===== src/rtl/fpaddsub_if.sv =====
// fpaddsub_if: operand/result stream bundle for fpaddsub_pipe.
// The master drives operands and result backpressure; the slave is the adder.
interface fpaddsub_if #(
    parameter int EXP_W = 8,
    parameter int MAN_W = 23
);
    localparam int W = 1 + EXP_W + MAN_W;
    logic         in_valid;
    logic         in_ready;
    logic [W-1:0] a;
    logic [W-1:0] b;
    logic         op;
    logic         out_valid;
    logic         out_ready;
    logic [W-1:0] s;
    logic [3:0]   flags;
    modport master (output in_valid, a, b, op, out_ready, input in_ready, out_valid, s, flags);
    modport slave  (input in_valid, a, b, op, out_ready, output in_ready, out_valid, s, flags);
endinterface


===== src/rtl/fpaddsub_pipe.sv =====
// fpaddsub_pipe: three-stage IEEE-754 adder/subtractor, round-to-nearest-even, denormals flushed.
// Stages: unpack/align, magnitude add, normalise/round; the whole pipe stalls as one unit.
module fpaddsub_pipe #(
    parameter int EXP_W = 8,
    parameter int MAN_W = 23
) (
    input logic       clk,
    input logic       reset,
    fpaddsub_if.slave io
);
    localparam int W    = 1 + EXP_W + MAN_W;
    localparam int M    = MAN_W + 1;
    localparam int AW   = MAN_W + 4;
    localparam int SW   = MAN_W + 5;
    localparam int LZW  = $clog2(SW);
    localparam int EMAX = (1 << EXP_W) - 1;
    localparam logic [W-1:0] QNAN = {1'b0, {EXP_W{1'b1}}, 1'b1, {(MAN_W-1){1'b0}}};

    typedef struct packed {
        logic             sign;
        logic             sub;
        logic [EXP_W-1:0] exp;
        logic [M-1:0]     ml;
        logic [AW-1:0]    ms;
        logic             spec;
        logic             spec_inv;
        logic [W-1:0]     spec_res;
    } s1_t;

    typedef struct packed {
        logic             sign;
        logic             zsign;
        logic [EXP_W-1:0] exp;
        logic [SW-1:0]    sum;
        logic             spec;
        logic             spec_inv;
        logic [W-1:0]     spec_res;
    } s2_t;

    logic         adv;
    logic         v1_q, v2_q, ov_q;
    s1_t          s1_q, s1_d;
    s2_t          s2_q, s2_d;
    logic [W-1:0] s_q, s_d;
    logic [3:0]   f_q, f_d;

    assign adv          = !ov_q || io.out_ready;
    assign io.in_ready  = adv;
    assign io.out_valid = ov_q;
    assign io.s         = s_q;
    assign io.flags     = f_q;

    logic             sa, sb, a_zero, b_zero, a_inf, b_inf, a_nan, b_nan, b_gt, inf_sub;
    logic [EXP_W-1:0] ea, eb, diff;
    logic [M-1:0]     ma, mb, msm;
    logic [AW-1:0]    ms_ext, shifted;

    always_comb begin
        sa      = io.a[W-1];
        sb      = io.b[W-1] ^ io.op;
        ea      = io.a[W-2:MAN_W];
        eb      = io.b[W-2:MAN_W];
        a_zero  = ea == '0;
        b_zero  = eb == '0;
        a_inf   = &ea && io.a[MAN_W-1:0] == '0;
        b_inf   = &eb && io.b[MAN_W-1:0] == '0;
        a_nan   = &ea && io.a[MAN_W-1:0] != '0;
        b_nan   = &eb && io.b[MAN_W-1:0] != '0;
        inf_sub = a_inf && b_inf && sa != sb;
        ma      = a_zero ? '0 : {1'b1, io.a[MAN_W-1:0]};
        mb      = b_zero ? '0 : {1'b1, io.b[MAN_W-1:0]};
        b_gt    = {eb, mb} > {ea, ma};
        msm     = b_gt ? ma : mb;
        diff    = b_gt ? eb - ea : ea - eb;
        ms_ext  = {msm, 3'b000};
        shifted = ms_ext >> diff;
        s1_d.sign     = b_gt ? sb : sa;
        s1_d.sub      = sa ^ sb;
        s1_d.exp      = b_gt ? eb : ea;
        s1_d.ml       = b_gt ? mb : ma;
        s1_d.ms       = (int'(diff) >= MAN_W + 3) ? {{(AW-1){1'b0}}, |msm}
                      : {shifted[AW-1:1], shifted[0] | |(ms_ext & ~({AW{1'b1}} << diff))};
        s1_d.spec     = a_nan || b_nan || a_inf || b_inf;
        s1_d.spec_inv = (a_nan && !io.a[MAN_W-1]) || (b_nan && !io.b[MAN_W-1]) || inf_sub;
        s1_d.spec_res = (a_nan || b_nan || inf_sub) ? QNAN
                      : {a_inf ? sa : sb, {EXP_W{1'b1}}, {MAN_W{1'b0}}};
    end

    // Larger magnitude is always first, so the difference cannot go negative.
    always_comb begin
        s2_d.sign     = s1_q.sign;
        s2_d.zsign    = s1_q.sign && !s1_q.sub;
        s2_d.exp      = s1_q.exp;
        s2_d.sum      = s1_q.sub ? {1'b0, s1_q.ml, 3'b000} - {1'b0, s1_q.ms}
                                 : {1'b0, s1_q.ml, 3'b000} + {1'b0, s1_q.ms};
        s2_d.spec     = s1_q.spec;
        s2_d.spec_inv = s1_q.spec_inv;
        s2_d.spec_res = s1_q.spec_res;
    end

    logic [LZW-1:0] lz;
    logic [AW-1:0]  norm;
    logic [M:0]     mant_r;
    logic           rup;
    int             e_n, e_r;

    always_comb begin
        lz = '0;
        for (int i = 0; i < SW - 1; i++)
            if (s2_q.sum[i]) lz = LZW'(SW - 2 - i);
        norm   = s2_q.sum[SW-1] ? {s2_q.sum[SW-1:2], |s2_q.sum[1:0]} : s2_q.sum[SW-2:0] << lz;
        e_n    = s2_q.sum[SW-1] ? int'(s2_q.exp) + 1 : int'(s2_q.exp) - int'(lz);
        rup    = norm[2] && (norm[1] || norm[0] || norm[3]);
        mant_r = {1'b0, norm[AW-1:3]} + {{M{1'b0}}, rup};
        e_r    = e_n + int'(mant_r[M]);
        s_d    = s2_q.spec ? s2_q.spec_res
               : s2_q.sum == '0 ? {s2_q.zsign, {(W-1){1'b0}}}
               : e_r >= EMAX ? {s2_q.sign, {EXP_W{1'b1}}, {MAN_W{1'b0}}}
               : e_r <= 0 ? {s2_q.sign, {(W-1){1'b0}}}
               : {s2_q.sign, e_r[EXP_W-1:0], mant_r[M] ? mant_r[MAN_W:1] : mant_r[MAN_W-1:0]};
        f_d    = s2_q.spec ? {s2_q.spec_inv, 3'b000}
               : s2_q.sum == '0 ? 4'b0000
               : e_r >= EMAX ? 4'b0101
               : e_r <= 0 ? 4'b0011
               : {3'b000, |norm[2:0]};
    end

    always_ff @(posedge clk or negedge reset) begin
        if (!reset) begin
            v1_q <= 1'b0;
            v2_q <= 1'b0;
            ov_q <= 1'b0;
            s1_q <= '0;
            s2_q <= '0;
            s_q  <= '0;
            f_q  <= '0;
        end else if (adv) begin
            v1_q <= io.in_valid;
            v2_q <= v1_q;
            ov_q <= v2_q;
            s1_q <= s1_d;
            s2_q <= s2_d;
            s_q  <= s_d;
            f_q  <= f_d;
        end
    end
endmodule


===== src/flat_wrapper.sv =====
// flat-port wrapper written by rule: the top's interface ports become plain ports
module fpaddsub_pipe_flat 
#(
    parameter int EXP_W = 8,
    parameter int MAN_W = 23
)
  (clk, reset, io_in_valid, io_a, io_b, io_op, io_out_ready, io_in_ready, io_out_valid, io_s, io_flags);
  fpaddsub_if #(.EXP_W(EXP_W), .MAN_W(MAN_W)) io_i ();
  input logic clk;
  input logic reset;
  input wire logic [$bits(io_i.in_valid)-1:0] io_in_valid;
  input wire logic [$bits(io_i.a)-1:0] io_a;
  input wire logic [$bits(io_i.b)-1:0] io_b;
  input wire logic [$bits(io_i.op)-1:0] io_op;
  input wire logic [$bits(io_i.out_ready)-1:0] io_out_ready;
  output wire logic [$bits(io_i.in_ready)-1:0] io_in_ready;
  output wire logic [$bits(io_i.out_valid)-1:0] io_out_valid;
  output wire logic [$bits(io_i.s)-1:0] io_s;
  output wire logic [$bits(io_i.flags)-1:0] io_flags;
  assign io_i.in_valid = io_in_valid;
  assign io_i.a = io_a;
  assign io_i.b = io_b;
  assign io_i.op = io_op;
  assign io_i.out_ready = io_out_ready;
  assign io_in_ready = io_i.in_ready;
  assign io_out_valid = io_i.out_valid;
  assign io_s = io_i.s;
  assign io_flags = io_i.flags;
  fpaddsub_pipe #(.EXP_W(EXP_W), .MAN_W(MAN_W)) u_core (.clk(clk), .reset(reset), .io(io_i));
endmodule

===== config.mk =====
export PLATFORM = sky130hd
export DESIGN_NAME = fpaddsub_pipe_flat
export DESIGN_NICKNAME = d
export VERILOG_FILES = /design/src/rtl/fpaddsub_if.sv /design/src/rtl/fpaddsub_pipe.sv /design/src/flat_wrapper.sv
export SDC_FILE = /design/constraint.sdc
export NUM_CORES = 1
export LEC_CHECK = 0
export CORE_AREA = 4 4 195 197
export DETAILED_ROUTE_END_ITERATION = 12
export DIE_AREA = 0 0 199 201
export PLACE_DENSITY = 0.74
export SYNTH_ARGS = -nofsm -noshare
export SYNTH_HDL_FRONTEND = slang
export SYNTH_SLANG_ARGS = --single-unit

===== constraint.sdc =====
create_clock -name clk -period 14.8 [get_ports clk]
set_input_delay 2.96 -clock clk [delete_from_list [all_inputs] [get_ports clk]]
set_output_delay 2.96 -clock clk [all_outputs]
set_load 0.02 [all_outputs]

Word level (Yosys, flattened, before mapping)
Index checks and enable logic that the tools add are counted.
{ "classes": {"add_sub_neg": 8, "n_mul": 0, "div": 0, "n_lt_le_gt_ge": 4, "n_eq_ne": 1, "shifts": 3, "mux": 49, "n_bitwise": 5, "n_reduce_logical": 36} }
{ "ops": {"columns": ["op", "count"], "rows": [
  ["2-to-1 mux 5 bit", 27],
  ["2-to-1 mux 32 bit", 4],
  ["2-to-1 mux 24 bit", 4],
  ["2-to-1 mux 31 bit", 2],
  ["2-to-1 mux 27 bit", 2],
  ["zero test 23 bit", 2],
  ["nonzero test 23 bit", 2],
  ["adder 32 x 2 -> 32 bit", 1],
  ["greater-or-equal comparator 32 x 9 -> 1 bit (second input constant)", 1],
  ["greater-than comparator 32 bit", 1],
  ["<= comparator 32 x 1 -> 1 bit (second input constant)", 1],
  ["adder 27 x 27 -> 28 bit", 1],
  ["zero test 28 bit", 1],
  ["2-to-1 mux 28 bit", 1],
  ["subtractor 27 x 27 -> 28 bit", 1],
  ["bitwise AND 27 bit", 1],
  ["NOT 27 bit", 1],
  ["OR reduction 27 bit", 1],
  ["left shift 27 x 5 -> 27 bit", 1],
  ["left shift 27 x 8 -> 27 bit (first input constant)", 1],
  [">> shifter 27 x 8 -> 27 bit", 1],
  ["adder 24 x 1 -> 25 bit", 1],
  ["OR reduction 24 bit", 1],
  ["2-to-1 mux 23 bit", 1],
  ["18 further kinds", 46]
]} }
{ "totals": {"register_bits": 206, "latchBits": 0, "mem_bits_rw": 0, "rom_bits": 0, "inputBits": 69, "memories": 0} }

Depth between registers and ports, before layout
Gate-level depths: netlist of the first run.
{ "depth": {"word_depth": 39, "depth_mapped": 32, "mapped_depth_nobuf": 28} }

Worst setup path before layout of the first run
No wires, ideal clock.
{ "synth_timing": {"path_kind": "input to register", "from": "in io_b[25]", "to": "reg u_core.s1_q[34] (netlist name)", "arrival_time_ns": 7.129, "required_ns": 14.671, "slack_ns": 7.542, "stages": 20, "path_buffers": 2, "cell_sequence": "nor4_1 > nand2_1 > clkbuf_1 > nand2_1 > inv_1 > ha_1 > a21oi_1 > nand2_1 > a221oi_1 > nand4_1 > nand2_1 > mux2_2 > or4_1 > a21oi_2 > buf_4 > nand4_1 > nor4_1 > o2111ai_1 > nor3_1 > a21oi_1"} }
{ "synth_between": {"elab_chain_len": 10, "elab_cells_between_ends": 16, "cone_classes": "2 x add/sub; 2 x order compare; 2 x shift; 4 x mux; 3 x bitwise; 3 x reduce/logical"} }
{ "synth_lines": {"columns": ["item", "line", "text"], "rows": [
  ["from (decl)", "flat_wrapper.sv:13", "input wire logic [$bits(io_i.b)-1:0] io_b;"],
  ["zero test 8 bit", "fpaddsub_pipe.sv:64", "b_zero = eb == '0;"],
  ["2-to-1 mux 24 bit", "fpaddsub_pipe.sv:71", "mb = b_zero ? '0 : {1'b1, io.b[MAN_W-1:0]};"],
  ["greater-than comparator 32 bit", "fpaddsub_pipe.sv:72", "b_gt = {eb, mb} > {ea, ma};"],
  ["2-to-1 mux 8 bit", "fpaddsub_pipe.sv:74", "diff = b_gt ? eb - ea : ea - eb;"],
  ["left shift 27 x 8 -> 27 bit", "fpaddsub_pipe.sv:82", ": {shifted[AW-1:1], shifted[0] | |(ms_ext & ~({AW{1'b1}} << diff))};"],
  ["NOT 27 bit", "fpaddsub_pipe.sv:82", null],
  ["bitwise AND 27 bit", "fpaddsub_pipe.sv:82", null],
  ["OR reduction 27 bit", "fpaddsub_pipe.sv:82", null],
  ["bitwise OR 1 bit", "fpaddsub_pipe.sv:82", null],
  ["2-to-1 mux 27 bit (*)", "fpaddsub_pipe.sv:81", "s1_d.ms = (int'(diff) >= MAN_W + 3) ? {{(AW-1){1'b0}}, |msm}"],
  ["to (signal assigned)", "fpaddsub_pipe.sv:133", "s1_q <= '0;"],
  ["to (signal assigned)", "fpaddsub_pipe.sv:141", "s1_q <= s1_d;"],
  ["to (decl)", "fpaddsub_pipe.sv:42", "s1_t s1_q, s1_d;"]
]} }
Every way passes the cells marked *; elsewhere a longest branch is shown, timed or not.
A chain may end at the register's enable or synchronous reset.

Final worst setup path of the first run
{ "layout_timing": {"from": "reg u_core.s2_q[39] (netlist name)", "to": "reg u_core.s_q[21] (netlist: u_core.io.s[21])"} }
{ "layout_between": {"elab_chain_len": 34, "elab_cells_between_ends": 39, "cone_classes": "3 x add/sub; 2 x order compare; 1 x shift; 29 x mux; 4 x reduce/logical"} }
{ "layout_lines": {"columns": ["item", "line", "text"], "rows": [
  ["from (decl)", "fpaddsub_pipe.sv:43", "s2_t s2_q, s2_d;"],
  ["from (signal assigned)", "fpaddsub_pipe.sv:134", "s2_q <= '0;"],
  ["from (signal assigned)", "fpaddsub_pipe.sv:142", "s2_q <= s2_d;"],
  ["2-to-1 mux 5 bit (22 in a row)", "fpaddsub_pipe.sv:110", "if (s2_q.sum[i]) lz = LZW'(SW - 2 - i);"],
  ["left shift 27 x 5 -> 27 bit", "fpaddsub_pipe.sv:111", "norm = s2_q.sum[SW-1] ? {s2_q.sum[SW-1:2], |s2_q.sum[1:0]} : s2_q.sum[SW-2:0] << lz;"],
  ["2-to-1 mux 27 bit", "fpaddsub_pipe.sv:111", null],
  ["logical OR 1 bit (2 in a row)", "fpaddsub_pipe.sv:113", "rup = norm[2] && (norm[1] || norm[0] || norm[3]);"],
  ["logical AND 1 bit", "fpaddsub_pipe.sv:113", null],
  ["adder 24 x 1 -> 25 bit", "fpaddsub_pipe.sv:114", "mant_r = {1'b0, norm[AW-1:3]} + {{M{1'b0}}, rup};"],
  ["adder 32 x 2 -> 32 bit", "fpaddsub_pipe.sv:115", "e_r = e_n + int'(mant_r[M]);"],
  ["<= comparator 32 x 1 -> 1 bit", "fpaddsub_pipe.sv:119", ": e_r <= 0 ? {s2_q.sign, {(W-1){1'b0}}}"],
  ["2-to-1 mux 31 bit", "fpaddsub_pipe.sv:119", null],
  ["2-to-1 mux 31 bit", "fpaddsub_pipe.sv:118", ": e_r >= EMAX ? {s2_q.sign, {EXP_W{1'b1}}, {MAN_W{1'b0}}}"],
  ["2-to-1 mux 32 bit (*)", "fpaddsub_pipe.sv:117", ": s2_q.sum == '0 ? {s2_q.zsign, {(W-1){1'b0}}}"],
  ["2-to-1 mux 32 bit (*)", "fpaddsub_pipe.sv:116", "s_d = s2_q.spec ? s2_q.spec_res"],
  ["to (signal assigned)", "fpaddsub_pipe.sv:135", "s_q <= '0;"],
  ["to (signal assigned)", "fpaddsub_pipe.sv:143", "s_q <= s_d;"],
  ["to (decl)", "fpaddsub_pipe.sv:44", "logic [W-1:0] s_q, s_d;"]
]} }
Marks and branches as above.

==> metrics.txt, run 1 <==
clock sinks=148; vias per inst=6.492; R2R Setup Slk=5.37 ns; WP data arrival=approximately 10 ns; worst hold path class=flop to flop; Max Cap Viol=0; Die Ht=201 um; Remaining Overflow, GRT=0; Worst-path clk slew=approximately 0.070 ns; via count=roughly 17000; CTS Root Cell=clkbuf_16; CTS tree=yes; Top FF cell, synth=dfrtp_1; Reg-to-Reg End=u_core.io.s[21]; setup ws final=5.369 ns; antenna violations before repair=1; # IOs=107; Placer Congestion=0.9662; Clock Latency Late Sink=~0.44 ns; row cnt=70; final antenna-violating net count=0; Filler cells=3618; Reg-to-Reg Start=u_core.s2_q[39]; ANT cells=0; asr flop ratio synth=1.000; Post-Syn Area=approximately 16000 um^2; Num CTS Buffers=17; fraction of layout cells with a size suffix above 1=0.06244; largest net degree at the start of global routing=around 120; Die X=199 um; final instance area=17810 um^2; leak pwr=between 7 and 8 nW; placed wire-length estimate=about 43000 um; Resized cells post-CTS=0; register area=3704 um^2; Worst Setup Start Kind=flop; H-tree depth=4; Synth Register Bits=around 150; Starting Density=0.4439; post-route insts no fill=2630; drc violations=0; syn nets=2332; critical path type=flop to flop; max-slew violation count=0; IO Port Bufs=approximately 110; worst-path fanout max=39; Post CTS Setup Buffer Count=0; Final nets=2326; Placed Cells=approximately 2600; Total GRT Usage=0.2799; area of the multi-input gates=11280 um^2; Critical Path RT=approximately 15 ns; Fin Setup TNS=0 ns; DR iter-0 viols=~1900; crit path from=u_core.s2_q[39]; Placeable Area=between 30000 and 40000 um^2; Worst IR Drop VDD=just over 0.09 mV; Post-Syn Area per Cell=roughly 7.5 um^2; Worst path slowest cell=dfrtp_1; Final period util=0.6372; total die area=40000 um^2; hold_ws=around 0.47 ns; Syn-to-layout area delta=10.67%; RSZ-0062 raised after global routing=false; worst clock skew=~0.011 ns; Post-synth EDFFs=0; crit path capture=u_core.io.s[21]; crit end category=flop; Ys Warns=0; first-pass GRT wire length=91030 um; pre-CTS WS=5.011 ns; placed standard-cell area=between 15000 and 20000 um^2; Final setup viols=0; worst reg2reg path depth=28; routed wire length=56700 um; run status=finished clean; CP max stage delay=0.66 ns; fin util=0.4913; Total Power=between 3 and 4 mW; sequential share of the synthesized area=0.2301; synth unique cells=98; drt pass-1 iters=6; P per Cell Area=around 170 nW/um^2; Slew HR=0.2416; CTS max path bufs=2; f_max=between 100 and 150 MHz; Worst Tran Pin Value=1.138 ns; Routed wire per std cell=about 22 um; hold path startpoint=u_core.io.flags[3]; Tmin final=9.431 ns; cells after synthesis=2155; vias in the first global route=about 17000; Final Hold Vio Count=0; Hold Buf Count CTS=0
==> kinds of logic after synthesis <==
group / count (synthesis) / share of synthesized area
multiplexers: 98 / 0.07564
AO/OA/AOI/OAI: 667 / 0.2690
XOR/XNOR: 66 / 0.03591
buffers and inverters: 269 / 0.07035
AND/OR/NAND/NOR: 799 / 0.2332
flip-flops: 148 / 0.2301
adder cells (fa/ha/maj): 108 / 0.08582
==> sequential cells by signal, summed over array words and instances, names as in the netlist <==
signal and flops:
u_core.v1_q 1, u_core.io.out_valid 1, u_core.v2_q 1, u_core.s2_q 43
u_core.s1_q 66, u_core.io.flags 4, u_core.io.s 32
==> area by class of cell <==
class	instances	share of cell area
well taps	468	0.03287
flip-flops and latches	148	0.2079
clock inverters	15	0.009061
inverters	119	0.02529
clock buffers	17	0.02388
multi-input cells	1738	0.6334
repair buffers	125	0.06764
==> where the power goes <==
| part | switching (mW) | total (mW) | internal (mW) | leakage [nW] |
|---|---|---|---|---|
| clock | 0.201 | 0.441 | 0.240 | 0.288 |
| combinational | 1.19 | 1.90 | 0.708 | 5.30 |
| sequential | 0.237 | 0.760 | 0.523 | 1.86 |
==> synthesized netlist by cell type (15+ instances only) <==
cell,n,area (um^2)
nand2b_1,15,93.84
nor2_1,207,777.0
ha_1,104,1301
nand3_1,63,315.3
buf_2,35,175.2
o211ai_1,16,120.1
o31ai_1,23,172.7
mux2i_1,64,640.6
nand4_1,28,175.2
a211oi_1,26,195.2
a21oi_1,178,890.9
mux4_2,17,382.9
dfrtp_1,148,3704
inv_1,112,420.4
clkbuf_1,89,334.1
nand2_1,295,1107
xor2_1,23,201.4
xnor2_1,43,376.6
a21o_1,16,120.1
mux2_2,16,180.2
o21ai_0,179,895.9
o22ai_1,23,143.9
a221o_1,16,160.2
nor3_1,63,315.3
nor4_1,32,200.2
a31oi_1,22,137.6
==> critical path: cells and delay by family, from the launching register on <==
kind            cells  cell delay, ns
buf+inv             4            1.21
compound gates      8            2.76
fa+ha+maj           3            0.63
flops               1            0.66
simple gates       12            3.75
mux                 1            0.31
==> worst min path at each step <==
stage	to	slack, ns	cells past startpoint
after floorplan	u_core.v2_q	0.43	2
after global placement	u_core.v2_q	0.44	2
after detailed placement	u_core.v2_q	0.45	2
after CTS	u_core.v2_q	0.47	2
after global routing	u_core.s2_q[66]	0.48	2
final	u_core.io.flags[3]	0.47	2
==> placed cells by master (no fill, tap or decap), types with 12 or more instances in the layout <==
cell,count
nand2_1,294
nor2_1,206
o21ai_0,179
a21oi_1,178
dfrtp_1,148
inv_1,112
clkdlybuf4s50_1,105
ha_1,104
mux2i_1,64
nor3_1,63
nand3_1,63
xnor2_1,43
nor4_1,32
nand4_1,28
a211oi_1,26
xor2_1,23
o22ai_1,23
o31ai_1,22
a31oi_1,22
buf_4,19
mux4_2,17
clkbuf_16,17
mux2_2,16
o211ai_1,16
a21o_1,16
a221o_1,16
nand2b_1,15
and3_1,14
or3_1,13
nor2b_1,13
and2_1,13
o21bai_1,13
a2111oi_0,12
==> metal layers <==
layer | vias to the layer above | track usage | routed length [um]
li1 | 7858 | - | -
met3 | 182 | 0.04448 | 4314
met1 | 8164 | 0.3871 | 24440
met4 | 2 | 0.1336 | 2963
met5 | - | 0 | 13
met2 | 867 | 0.4270 | 24970
(Power assumes the default switching activity.)
==> inputs of run 2 (changes only) <==
--- a/config.mk
+++ b/config.mk
@@ -8,7 +8,7 @@
 export CORE_AREA = 4 4 195 197
 export DETAILED_ROUTE_END_ITERATION = 12
 export DIE_AREA = 0 0 199 201
-export PLACE_DENSITY = 0.74
+export PLACE_DENSITY = 0.76
 export SYNTH_ARGS = -nofsm -noshare
 export SYNTH_HDL_FRONTEND = slang
 export SYNTH_SLANG_ARGS = --single-unit
==> constraint.sdc (replaced) <==
create_clock -name clk -period 8.5 [get_ports clk]
set_input_delay 1.7 -clock clk [delete_from_list [all_inputs] [get_ports clk]]
set_output_delay 1.7 -clock clk [all_outputs]
set_load 0.02 [all_outputs]
==> metrics.txt, run 2 (synthesis gave the netlist of run 1 again) <==
run status=finished clean; Num CTS Buffers=17 (unchanged); drt pass-1 iters=7 (+1); total die area=40000 um^2 (unchanged); max reg flops=66 (unchanged); CTS max path bufs=2 (unchanged); fin util=0.5019 (+0.01059); Final period util=0.9243 (+0.2870); WP data arrival=8.25 ns (-1.53 ns); Remaining Overflow, GRT=0 (unchanged); # IOs=107 (unchanged); CTS tree=yes; Hold Buf Count CTS=0 (unchanged); placed wire-length estimate=47200 um (+10%); Worst IR Drop VDD=0.1434 mV (+56%); fraction of layout cells with a size suffix above 1=0.08326 (+0.02082); RSZ-0062 raised after global routing=false; largest net degree at the start of global routing=97 (-18%); DR iter-0 viols=1891 (+1.9%); met3 Resource Use GR=0.04481 (+0.0003357); Total Power=5.614 mW (+81%); IO Port Bufs=106 (unchanged); Worst Tran Pin Value=1.055 ns (-0.08315 ns); vias in the first global route=16180 (-2.0%); P per Cell Area=308.5 nW/um^2 (+77%); drc violations=0 (unchanged); worst-path fanout max=23 (-41%); first-pass GRT wire length=94830 um (+4.2%); routed wire length=60820 um (+7.3%); Total GRT Usage=0.2982 (+0.01833); Die X=199 um (unchanged); max-slew violation count=0 (unchanged); Worst-path clk slew=0.08 ns (about the same); Syn-to-layout area delta=13.06%; grt peak-use layer=met2; via count=17120 (+0.25%); Worst Setup Start Kind=flop; Final nets=2374 (+2.1%); ANT cells=0 (unchanged); commonest non-fill, non-tap cells in the layout=nand2_1 (294), nor2_1 (206), o21ai_0 (179); worst hold path class=flop to flop; Routed wire per std cell=22.71 um (+5.3%); leak pwr=7.693 nW (+3.3%); vias per inst=6.391 (-1.6%); Die Ht=201 um (unchanged); CTS Root Cell=clkbuf_16; Placer Congestion=1.007 (+4.2%); Final Hold Vio Count=0 (unchanged); routing usage on met1=0.4045 (+0.01744); row cnt=70 (unchanged); Starting Density=0.4439 (unchanged); CP max stage delay=0.59 ns (-0.07 ns); H-tree depth=4 (unchanged); Worst path slowest cell=dfrtp_1; Tmin final=7.856 ns (-1.575 ns); Placeable Area=36260 um^2 (unchanged); antenna violations before repair=0 (-1); Slew HR=0.2970 (+0.05543); crit end category=flop; Clock Latency Late Sink=0.46 ns (+0.02 ns); f_max=127.3 MHz (+20%); clock sinks=148 (unchanged); Fin Setup TNS=0 ns (unchanged); commonest non-fill, non-tap cell in the layout=nand2_1; final antenna-violating net count=0 (unchanged); critical path type=flop to flop; Critical Path RT=8.89 ns (-6.26 ns); Final setup viols=0 (unchanged); Biggest register=u_core.s1_q; Max Cap Viol=0 (unchanged); worst clock skew=0.01112 ns (+0.0005094 ns); GRT met2 Usage=0.4746 (+0.04764)
[run 2: cell type report]
cell class,instances,area (um^2)
tap,468,585.6
clock inverter,15,157.7
inverter,119,450.4
multi-input combinational,1738,11280
fill,3564,18060
clock buffer,17,425.4
sequential,148,3704
timing repair buffer,173,1590
[run 2: where the power goes]
part / switching, mW / internal [mW] / leakage [nW]
combinational: 2.35 / 1.33 / 5.55
sequential: 0.251 / 0.914 / 1.86
clock: 0.373 / 0.395 / 0.287
total: 2.97 / 2.64 / 7.69
[run 2: timing repair]
action | CTS | global route
endpoints found under the setup margin | 0 | 7
setup buffers | 0 | 0
gates resized for setup | 0 | 1
[run 2: final timing paths]
kind                            startpoint               to  slack, ns  cells after the start
min in group asynchronous            reset  u_core.s1_q[54]       1.33                      1
setup reg to reg           u_core.s2_q[42]  u_core.io.s[16]       0.64                     28
max in group asynchronous            reset   u_core.io.s[7]       5.88                      2
hold reg to reg            u_core.s1_q[30]  u_core.s1_q[30]       0.47                      1
setup / recovery           u_core.s2_q[42]  u_core.io.s[16]       0.64                     28
hold / removal             u_core.s1_q[30]  u_core.s1_q[30]       0.47                      1
[run 2: stage by stage]
| step | cell area [um^2] | instances | setup slack, ns | hold WS (ns) |
|---|---|---|---|---|
| global placement | 17610 | 2646 | 0.5960 | 0.4434 |
| finish | 18200 | 2678 | 0.6438 | 0.4719 |
| detailed placement | 17610 | 2646 | 0.4772 | 0.4523 |
| CTS | 18200 | 2678 | 0.5427 | 0.4719 |
| global route | 18200 | 2678 | 0.1434 | 0.4972 |
| floorplan | 16100 | 2155 | 1.994 | 0.4300 |
[run 2: per-layer routing]
layer  share of wire  wire length [um]
met5               0                 0
met4           0.046              2812
met3           0.075              4546
met2            0.46             27920
met1            0.42             25540
[run 2: critical path, delay by kind of cell, from the launching register on]
kind / cells / cell delay, ns
buf+inv: 2 / 0.36
fa+ha+maj: 2 / 0.47
flops: 1 / 0.59
compound gates: 6 / 1.63
simple gates: 17 / 4.21
mux: 1 / 0.48
